$ cat config.mk
export PLATFORM = sky130hd
export DESIGN_NAME = key_matrix_scanner
export DESIGN_NICKNAME = d
export VERILOG_FILES = /design/src/rtl/key_matrix_scanner.sv
export SDC_FILE = /design/constraint.sdc
export NUM_CORES = 1
export LEC_CHECK = 0
export ABC_AREA = 1
export BUFFER_PORTS_ARGS = -buffer_cell sky130_fd_sc_hd__buf_4
export CAP_MARGIN = 40
export CORE_MARGIN = 8
export CORE_UTILIZATION = 33
export DETAILED_ROUTE_END_ITERATION = 10
export GPL_TIMING_DRIVEN = 0
export HOLD_SLACK_MARGIN = 0.15
export MAX_ROUTING_LAYER = met4
export SLEW_MARGIN = 20
export SYNTH_ARGS = -nofsm -noshare
export SYNTH_HDL_FRONTEND = slang
export SYNTH_SLANG_ARGS = --single-unit
$ cat constraint.sdc
create_clock -name clk -period 3.5 [get_ports clk]
set_clock_uncertainty 0.2 [all_clocks]
set_input_delay 0.875 -clock clk [delete_from_list [all_inputs] [get_ports clk]]
set_output_delay 0.875 -clock clk [all_outputs]
set_load 0.1 [all_outputs]
$ cat src/rtl/key_matrix_scanner.sv
// key_matrix_scanner
//   Scans a 4x4 push-button matrix one column at a time. It debounces every
//   key with its own counter and queues press/release events in a 4-deep FIFO.
//
// Ports
//   clk            system clock
//   reset_n        asynchronous active-low reset
//   col_strobe     one-hot column drive, active high
//   row_in         row return lines, active high, asynchronous to clk
//   key_code       FIFO head: key index = col*4 + row
//   key_pressed    FIFO head: 1 = press, 0 = release
//   key_valid      FIFO not empty
//   key_ready      consumer takes the head when key_valid is high
//   key_state      debounced level of all 16 keys
//   overflow       sticky flag: an event was dropped because the FIFO was full
//   clear_overflow clears overflow (a drop in the same cycle wins)
//
// FSM states
//   state    | meaning
//   ST_SCAN  | drive current column, wait for end of column slot
//   ST_UPD0  | debounce key col*4+0 against captured row 0
//   ST_UPD1  | debounce key col*4+1 against captured row 1
//   ST_UPD2  | debounce key col*4+2 against captured row 2
//   ST_UPD3  | debounce key col*4+3 against captured row 3, back to scan
module key_matrix_scanner #(
    parameter int CLK_RATE_HZ    = 390625,
    parameter int SCAN_RATE_HZ   = 1000,
    parameter int DEBOUNCE_SCANS = 4
) (
    input  logic        clk,
    input  logic        reset_n,
    output logic [3:0]  col_strobe,
    input  logic [3:0]  row_in,
    output logic [3:0]  key_code,
    output logic        key_pressed,
    output logic        key_valid,
    input  logic        key_ready,
    output logic [15:0] key_state,
    output logic        overflow,
    input  logic        clear_overflow
);
    localparam int TICK_DIV = CLK_RATE_HZ / (SCAN_RATE_HZ * 4);
    localparam int DIV_W    = (TICK_DIV > 2) ? $clog2(TICK_DIV) : 1;
    localparam int CNT_W    = (DEBOUNCE_SCANS > 1) ? $clog2(DEBOUNCE_SCANS + 1) : 1;
    localparam logic [DIV_W-1:0] DIV_LAST = DIV_W'(TICK_DIV - 1);
    localparam logic [CNT_W-1:0] CNT_TRIP = CNT_W'(DEBOUNCE_SCANS);

    typedef enum logic [2:0] {
        ST_SCAN = 3'd0,
        ST_UPD0 = 3'd1,
        ST_UPD1 = 3'd2,
        ST_UPD2 = 3'd3,
        ST_UPD3 = 3'd4
    } state_t;

    state_t                  state_q, state_d;
    logic [3:0]              row_meta_q, row_meta_d;
    logic [3:0]              row_sync_q, row_sync_d;
    logic [DIV_W-1:0]        div_q, div_d;
    logic [3:0]              col_strobe_q, col_strobe_d;
    logic [3:0]              sample_q, sample_d;
    logic [1:0]              col_idx_q, col_idx_d;
    logic [15:0]             key_state_q, key_state_d;
    logic [15:0][CNT_W-1:0]  cnt_q, cnt_d;
    logic [3:0][4:0]         fifo_mem_q, fifo_mem_d;
    logic [1:0]              wr_ptr_q, wr_ptr_d;
    logic [1:0]              rd_ptr_q, rd_ptr_d;
    logic [2:0]              fifo_cnt_q, fifo_cnt_d;
    logic                    key_valid_q, key_valid_d;
    logic                    overflow_q, overflow_d;

    logic                    tick;
    logic [1:0]              col_now;
    logic                    upd_en;
    logic [1:0]              upd_row;
    logic [3:0]              upd_key;
    logic                    upd_sample;
    logic [CNT_W-1:0]        upd_cnt_inc;
    logic                    ev_push;
    logic [4:0]              ev_data;
    logic                    pop;
    logic                    full;
    logic                    push_ok;
    logic                    drop;

    assign tick = (div_q == DIV_LAST);

    always_comb begin
        row_meta_d   = row_in;
        row_sync_d   = row_meta_q;
        div_d        = tick ? '0 : div_q + DIV_W'(1);
        col_strobe_d = col_strobe_q;
        state_d      = state_q;
        sample_d     = sample_q;
        col_idx_d    = col_idx_q;
        key_state_d  = key_state_q;
        cnt_d        = cnt_q;
        upd_en       = 1'b0;
        upd_row      = 2'd0;
        ev_push      = 1'b0;
        ev_data      = 5'd0;

        case (col_strobe_q)
            4'b0010: col_now = 2'd1;
            4'b0100: col_now = 2'd2;
            4'b1000: col_now = 2'd3;
            default: col_now = 2'd0;
        endcase

        // Column rotation is tied to the divider alone so every column gets
        // exactly TICK_DIV cycles regardless of FSM activity.
        if (tick) begin
            col_strobe_d = {col_strobe_q[2:0], col_strobe_q[3]};
        end

        case (state_q)
            ST_SCAN: begin
                if (tick) begin
                    sample_d  = row_sync_q;
                    col_idx_d = col_now;
                    state_d   = ST_UPD0;
                end
            end
            ST_UPD0: begin upd_en = 1'b1; upd_row = 2'd0; state_d = ST_UPD1; end
            ST_UPD1: begin upd_en = 1'b1; upd_row = 2'd1; state_d = ST_UPD2; end
            ST_UPD2: begin upd_en = 1'b1; upd_row = 2'd2; state_d = ST_UPD3; end
            ST_UPD3: begin upd_en = 1'b1; upd_row = 2'd3; state_d = ST_SCAN; end
            default: state_d = ST_SCAN;
        endcase

        upd_key     = {col_idx_q, upd_row};
        upd_sample  = sample_q[upd_row];
        upd_cnt_inc = cnt_q[upd_key] + CNT_W'(1);

        if (upd_en) begin
            if (upd_sample == key_state_q[upd_key]) begin
                cnt_d[upd_key] = '0;
            end else if (upd_cnt_inc == CNT_TRIP) begin
                key_state_d[upd_key] = upd_sample;
                cnt_d[upd_key]       = '0;
                ev_push              = 1'b1;
                ev_data              = {upd_sample, upd_key};
            end else begin
                cnt_d[upd_key] = upd_cnt_inc;
            end
        end

        // A pop frees the slot being written, so a full FIFO still accepts
        // a push in the same cycle.
        pop     = key_valid_q & key_ready;
        full    = (fifo_cnt_q == 3'd4);
        push_ok = ev_push & (~full | pop);
        drop    = ev_push & full & ~pop;

        fifo_mem_d = fifo_mem_q;
        if (push_ok) begin
            fifo_mem_d[wr_ptr_q] = ev_data;
        end
        wr_ptr_d = push_ok ? wr_ptr_q + 2'd1 : wr_ptr_q;
        rd_ptr_d = pop ? rd_ptr_q + 2'd1 : rd_ptr_q;

        case ({push_ok, pop})
            2'b10:   fifo_cnt_d = fifo_cnt_q + 3'd1;
            2'b01:   fifo_cnt_d = fifo_cnt_q - 3'd1;
            default: fifo_cnt_d = fifo_cnt_q;
        endcase
        key_valid_d = (fifo_cnt_d != 3'd0);

        if (drop) begin
            overflow_d = 1'b1;
        end else if (clear_overflow) begin
            overflow_d = 1'b0;
        end else begin
            overflow_d = overflow_q;
        end
    end

    always_ff @(posedge clk or negedge reset_n) begin
        if (!reset_n) begin
            state_q      <= ST_SCAN;
            row_meta_q   <= '0;
            row_sync_q   <= '0;
            div_q        <= '0;
            col_strobe_q <= 4'b0001;
            sample_q     <= '0;
            col_idx_q    <= '0;
            key_state_q  <= '0;
            cnt_q        <= '0;
            fifo_mem_q   <= '0;
            wr_ptr_q     <= '0;
            rd_ptr_q     <= '0;
            fifo_cnt_q   <= '0;
            key_valid_q  <= 1'b0;
            overflow_q   <= 1'b0;
        end else begin
            state_q      <= state_d;
            row_meta_q   <= row_meta_d;
            row_sync_q   <= row_sync_d;
            div_q        <= div_d;
            col_strobe_q <= col_strobe_d;
            sample_q     <= sample_d;
            col_idx_q    <= col_idx_d;
            key_state_q  <= key_state_d;
            cnt_q        <= cnt_d;
            fifo_mem_q   <= fifo_mem_d;
            wr_ptr_q     <= wr_ptr_d;
            rd_ptr_q     <= rd_ptr_d;
            fifo_cnt_q   <= fifo_cnt_d;
            key_valid_q  <= key_valid_d;
            overflow_q   <= overflow_d;
        end
    end

    // The four update cycles must finish before the next column capture.
    always_ff @(posedge clk) begin
        assert (TICK_DIV >= 8) else $error("key_matrix_scanner: TICK_DIV must be at least 8");
        assert (DEBOUNCE_SCANS >= 1) else $error("key_matrix_scanner: DEBOUNCE_SCANS must be at least 1");
    end

    assign col_strobe  = col_strobe_q;
    assign key_code    = fifo_mem_q[rd_ptr_q][3:0];
    assign key_pressed = fifo_mem_q[rd_ptr_q][4];
    assign key_valid   = key_valid_q;
    assign key_state   = key_state_q;
    assign overflow    = overflow_q;

endmodule

==> flow_metrics.tcl, run 1 <==
set metrics [dict create \
    status "finished, final reports clean" \
    die_w_um 145 \
    place_inst 908 \
    required_ps 3600 \
    synth-edff-count 0 \
    core_area_mm2 0.0165 \
    gp_congestion 0.799 \
    drt_pass1_iterations 5 \
    whs_ps 153 \
    cts.clk_slew.worst_paths_ps 50 \
    diodes 0 \
    r2r_start "state_q[0]$_DFFE_PN0P_" \
    hpwlAfterDp_um 9710 \
    yosysTopAreaCellShare_pct 54.4 \
    drive_gt1_share_pct 16.3 \
    fmax_mhz 303 \
    htree_levels 4 \
    drv_slew 0 \
    wire_per_inst_um 14.8 \
    vias 4544 \
    synth_seq_area_share_pct 54.9 \
    final_common_cell "nand2_1" \
    synth.avg_cell_area_um2 8.46 \
    arrival_ps 3410 \
    die-height_um 145 \
    netlist_area_mm2 0.00552 \
    grt_pass1_vias 4506 \
    finalHoldViolCount 0 \
    hold_path_class "flop to flop" \
    synthFlopType "dfrtp_1" \
    synth.distinct_cells 34 \
    start_util_pct 33.5 \
    final_cell_mix "nand2_1, dfrtp_1, o21ai_0, nor2_1, inv_1" \
    rsz0062_at_grt "yes" \
    relSlewSlack_pct 61.1 \
    cts_num_sinks 121 \
    setup_viol 0 \
    cts-buffers-inserted 17 \
    async_reset_ff_share_pct 100 \
    globalRouteOverflowTotal 0 \
    drt-initial-drc-count 268 \
    synthTopCellsByArea "dfrtp_1, nand2_1, o21ai_0, nor2_1, inv_1" \
    worstHoldStart "row_meta_q[3]$_DFF_PN0_" \
    crit_fanout 7 \
    ir_drop_v 0.000353 \
    synth_top_area_cell "dfrtp_1" \
    synth_seq_cells 121 \
    layout.nets 741 \
    area_growth_syn_to_layout_pct 25.5 \
    cp-startpoint "state_q[0]$_DFFE_PN0P_" \
    fp-row-count 47 \
    die_area_mm2 0.0211 \
    drtAntennaViolNets 0 \
    p_leak_nw 3.18 \
    via_per_inst 4.75 \
    drc_errors 0 \
    grt_max_degree 64 \
    yosys_warnings 0 \
    pin_count 35 \
    tightest_slew_ps 583 \
    fin_crit_ps 3300 \
    cap_viol_max_count 0 \
    synth_nets 670 \
    insertion_delay_ps 420 \
    start_kind "flop" \
    endpoint_kind "flop" \
    syn_inst 653 \
    pwr_density_cell_mw_per_mm2 571 \
    routed_wl_um 14100 \
    cts-root-buf "clkbuf_16" \
    antenna_found_initial 0 \
    cts_tree "done" \
    grt_usage_pct 14.4 \
    io_buffer_count 34 \
    critPathKind "flop to flop" \
    cts_buffer_depth 2 \
    layout_worst_path_cycle_share_pct 94.3 \
    final_cells 956 \
    grt_pass1_wl_um 23600 \
]
==> metal layers <==
| metal | vias up | share of wire (%) | global-route usage (%) |
|---|---|---|---|
| met4 | 0 | 2.2 | 6.19 |
| met5 | - | 0 | - |
| met3 | 26 | 3.2 | 3.70 |
| li1 | 2277 | - | - |
| met1 | 2169 | 46 | 16.9 |
| met2 | 72 | 48 | 23.1 |
==> synth_stat cells, types with 2 or more instances <==
cell,number
nand2_1,157
dfrtp_1,120
o21ai_0,98
nor2_1,76
inv_1,68
nand3_1,32
o22ai_1,14
o21ai_1,13
clkbuf_1,10
ha_1,8
o31ai_1,8
nand4_1,7
a21oi_1,5
nand2_2,5
buf_4,4
nand3b_1,3
xor2_1,3
buf_2,2
buf_6,2
inv_2,2
nor2_4,2
nor3_1,2
==> sequential cells by signal, indices dropped and copies added (netlist names) <==
register,cells
div_q,7
overflow,1
fifo_cnt_q,3
wr_ptr_q,2
key_valid,1
col_idx_q,2
cnt_q,48
col_strobe,4
state_q,3
rd_ptr_q,2
key_state,16
row_sync_q,4
row_meta_q,4
sample_q,4
fifo_mem_q,20
==> cells by family (layout without fill, tap and decap cells) <==
| group | count (synthesis) | after routing | synth area share [%] |
|---|---|---|---|
| AO/OA/AOI/OAI | 142 | 142 | 13.8 |
| XOR/XNOR | 3 | 3 | 0.476 |
| adder cells (fa/ha/maj) | 9 | 9 | 2.18 |
| buffers and inverters | 89 | 172 | 6.64 |
| flip-flops | 121 | 121 | 54.9 |
| AND/OR/NAND/NOR | 289 | 289 | 22.1 |
==> worst paths after layout <==
check | slack, ps | cells after the start | end
worst max-delay path | 200 | 22 | key_valid$_DFF_PN0_
worst min-delay path | 150 | 0 | row_sync_q[3]$_DFF_PN0_
worst max register to register | 200 | 22 | key_valid$_DFF_PN0_
worst min register to register | 150 | 0 | row_sync_q[3]$_DFF_PN0_
max in group asynchronous | 2160 | 2 | col_strobe[0]$_DFFE_PN1N_
min in group asynchronous | 230 | 1 | div_q[6]$_DFF_PN0_
==> metrics by stage <==
| stage | utilization (%) | worst slack [ps] | setup TNS (ps) | power, W | instance area [um2] |
|---|---|---|---|---|---|
| after CTS | 41.9 | 13.1 | 0 | 0.00398 | 6890 |
| after global placement | 36.8 | -871 | -42070 | 0.00215 | 6050 |
| after floorplan | - | 154 | 0 | 0.00200 | 5520 |
| after detailed placement | 36.9 | -873 | -42630 | 0.00216 | 6080 |
| after global routing | 42.1 | -30.6 | -43.2 | 0.00412 | 6930 |
| final | 42.1 | 198 | 0 | 0.00396 | 6930 |
==> cell type report <==
class                      count  area [um2]
timing repair buffer          56         455
clock buffer                  21         450
clock inverter                10         150
multi-input combinational    443        2200
fill                        1635        9540
buffer                        14        93.8
inverter                      71         274
sequential                   121        3030
tap                          220         275
==> where the power goes <==
group          internal [W]  total [W]  switching [W]
clock               0.00120    0.00180       0.000608
sequential          0.00144    0.00148      0.0000384
combinational      0.000161   0.000677       0.000515
total               0.00280    0.00396        0.00116
==> critical path, stage by stage, from the launching register on <==
cell	delay, ps
dfrtp_1	370
buf_6	140
nor2_8	150
nand2_8	90
nand2_4	110
buf_8	130
nor2_1	50
o31ai_2	270
nand4_1	180
inv_2	100
ha_2	190
nand3_2	80
nand2_2	110
nand2_4	80
o21ai_4	140
inv_2	60
fa_2	350
inv_2	60
o21ai_1	50
nand2_1	90
nand3_2	80
nand2_2	60
nand2_1	50
==> what timing repair did <==
action                                 4_1_cts  5_1_grt
pin swaps                                   10       14
setup buffers                               14        4
endpoints found under the hold margin        3        0
setup endpoints to repair                   91       45
resized for setup                           22       21
hold buffers                                 3        0
Power figures use the tool's default switching activity.
==> run 2: changes to the inputs <==
--- a/config.mk
+++ b/config.mk
@@ -8,12 +8,16 @@
 export ABC_AREA = 1
 export BUFFER_PORTS_ARGS = -buffer_cell sky130_fd_sc_hd__buf_4
 export CAP_MARGIN = 40
+export CELL_PAD_IN_SITES_DETAIL_PLACEMENT = 1
+export CELL_PAD_IN_SITES_GLOBAL_PLACEMENT = 2
 export CORE_MARGIN = 8
 export CORE_UTILIZATION = 33
+export CTS_BUF_LIST = sky130_fd_sc_hd__clkbuf_8
 export DETAILED_ROUTE_END_ITERATION = 10
 export GPL_TIMING_DRIVEN = 0
 export HOLD_SLACK_MARGIN = 0.15
 export MAX_ROUTING_LAYER = met4
+export PLACE_DENSITY_LB_ADDON = 0.1
 export SLEW_MARGIN = 20
 export SYNTH_ARGS = -nofsm -noshare
 export SYNTH_HDL_FRONTEND = slang
==> run 2 against run 1 <==
  * Register-to-register slack worse by 80 ps
  * Sequential share of layout area is 0.54 points higher
  * Fmax is 2.4% lower
  * Core utilization fell by 0.52 points
  * Via count grew 4.5%
  * First-iteration DRC count decreased by 37%
  * Clock power fell by 34%
  * Die area unchanged
  * Sequential power barely moved
  * Critical path type unchanged
  * Critical endpoint unchanged
  * Largest cell class unchanged
  * Largest power group is now registers
  * Highest routed layer unchanged
==> flow_metrics.tcl, run 2 (same netlist as run 1, synthesis figures left out) <==
set metrics [dict create \
    cts_tree "done" \
    tightest_slew_ps 568 \
    final_cell_mix "nand2_1, dfrtp_1, o21ai_0, nor2_1, inv_1" \
    die-height_um 145 \
    htree_levels 4 \
    core_area_mm2 0.0165 \
    wire_per_inst_um 17.7 \
    drc_errors 0 \
    drt_pass1_iterations 4 \
    final_cells 966 \
    layout.nets 750 \
    area_growth_syn_to_layout_pct 24.0 \
    grt_max_degree 68 \
    cpPeakStageDelay_ps 450 \
    p_leak_nw 3.13 \
    arrival_ps 3530 \
    die_area_mm2 0.0211 \
    cts_buffer_depth 2 \
    cts-buffers-inserted 17 \
    p_sw_share_pct 36.9 \
    globalRouteOverflowTotal 0 \
    grt_pass1_wl_um 28300 \
    die_w_um 145 \
    io_buffer_count 34 \
    fmax_mhz 295 \
    insertion_delay_ps 450 \
    hold_path_class "flop to flop" \
    grt_pass1_vias 5174 \
    power_frac_comb_pct 20.4 \
    start_util_pct 33.5 \
    dpl_cell_area_mm2 0.00608 \
    finalPower_w 0.00334 \
    switching_power_w 0.00124 \
    pin_count 35 \
    grt_usage_pct 17.4 \
    drv_slew 0 \
    power.share.clock_pct 35.5 \
    place_inst 908 \
    drtAntennaViolNets 0 \
    antenna_found_initial 0 \
    cts_num_sinks 121 \
    final_common_cell "nand2_1" \
    endpoint_kind "flop" \
    nFillCells 1969 \
    slowest_stage "dfrtp_2" \
    drt-initial-drc-count 170 \
    routed_wl_um 17100 \
    hpwlAfterDp_um 11800 \
    vias 4750 \
    cp_cell_sequence "buf_12 > nand2_8 > buf_4 > buf_4 > o22ai_1 > o31ai_1 > nand4_1 > inv_2 > ha_4 > nand3_2 > nand2_2 > nand2_4 > o21ai_4 > inv_2 > fa_2 > inv_2 > o21ai_1 > nand2_1 > nand3_1 > nand2_1 > nand2_1" \
    crit_family "simple AND/OR/NAND/NOR gates" \
    finalHoldViolCount 0 \
    relSlewSlack_pct 62.1 \
    status "finished, final reports clean" \
    cts.clk_slew.worst_paths_ps 90 \
    critPathBufInv 6 \
    diodes 0 \
    power_frac_seq_pct 44.1 \
    cts_hold_buffers 0 \
    required_ps 3640 \
    cap_viol_max_count 0 \
    cts-root-buf "clkbuf_8" \
    postLayoutCellArea_mm2 0.00685 \
    start_kind "flop" \
    layout_worst_path_cycle_share_pct 96.7 \
    ir_drop_v 0.000380 \
    tns_ps 0 \
    setup_viol 0 \
    p_int_w 0.00211 \
    gp_congestion 0.771 \
    pwr_density_cell_mw_per_mm2 489 \
    crit_fanout 5 \
    largest_reg_flops 48 \
    fin_crit_ps 3380 \
    max_flop_register "cnt_q" \
    via_per_inst 4.92 \
    critPathKind "flop to flop" \
    drive_gt1_share_pct 18.9 \
    fp-row-count 47 \
]
run 2: cell types whose count changed in the layout (fill, tap and decap cells not counted), sizes merged, moves of 4 or more:
cell,previous run,this run
buf,60,73
bufinv,4,0
clkbuf,28,23
clkinvlp,0,4
inv,71,79
run 2: final timing paths:
kind	startpoint	end	slack [ps]	cells past startpoint
setup / recovery	state_q[2]$_DFFE_PN0P_	key_valid$_DFF_PN0_	120	21
hold / removal	row_meta_q[1]$_DFF_PN0_	row_sync_q[1]$_DFF_PN0_	160	0
setup reg to reg	state_q[2]$_DFFE_PN0P_	key_valid$_DFF_PN0_	120	21
hold reg to reg	row_meta_q[1]$_DFF_PN0_	row_sync_q[1]$_DFF_PN0_	160	0
max in group asynchronous	reset_n	col_strobe[0]$_DFFE_PN1N_	2160	2
min in group asynchronous	reset_n	fifo_mem_q[15]$_DFFE_PN0P_	180	1
run 2: layout make-up:
type / count / area [um2] / share of cell area [%]
buffer: 17 / 153 / 2.23
clock buffer: 17 / 234 / 3.42
clock inverter: 15 / 134 / 1.96
inverter: 71 / 277 / 4.04
multi-input combinational: 443 / 2240 / 32.7
sequential: 121 / 3030 / 44.3
tap: 220 / 275 / 4.02
timing repair buffer: 62 / 505 / 7.38
run 2: worst register-to-register path, stage by stage, from the launching register on:
cell and delay, ps:
dfrtp_2 450, buf_12 150, nand2_8 90, buf_4 140, buf_4 160, o22ai_1 90, o31ai_1 260, nand4_1 200
inv_2 130, ha_4 150, nand3_2 90, nand2_2 130, nand2_4 90, o21ai_4 150, inv_2 60, fa_2 350
inv_2 60, o21ai_1 50, nand2_1 90, nand3_1 60, nand2_1 80, nand2_1 50
run 2: power by group through the flow:
stage / logic, W / clock network (W) / registers (W)
6_report: 0.000682 / 0.00119 / 0.00148
5_1_grt: 0.000736 / 0.00130 / 0.00148
4_1_cts: 0.000684 / 0.00123 / 0.00148
3_5_place_dp: 0.000681 / 0 / 0.00150
3_3_place_gp: 0.000657 / 0 / 0.00150
2_1_floorplan: 0.000486 / 0 / 0.00151
run 2: through the flow:
stage | setup slack [ps] | hold slack, ps | util (%)
after floorplan | 154 | 131 | -
after CTS | 0.270 | 157 | 40.8
after detailed placement | -1170 | 136 | 36.9
after global placement | -1090 | 132 | 36.8
after global routing | -31.7 | 162 | 41.6
final | 115 | 155 | 41.6
run 2: repair_timing:
action / in CTS / in global routing
setup buffers: 20 / 7
resized for setup: 32 / 32
setup endpoints to repair: 91 / 52
gates cloned: 0 / 0
pin swaps: 13 / 17
run 2: per-layer routing:
layer	routed length, um	part of all wire, %	GRT usage (%)
met2	8630	50	28.9
met4	148	0.86	4.69
met5	0	0	-
met3	493	2.9	4.07
met1	7860	46	21.0
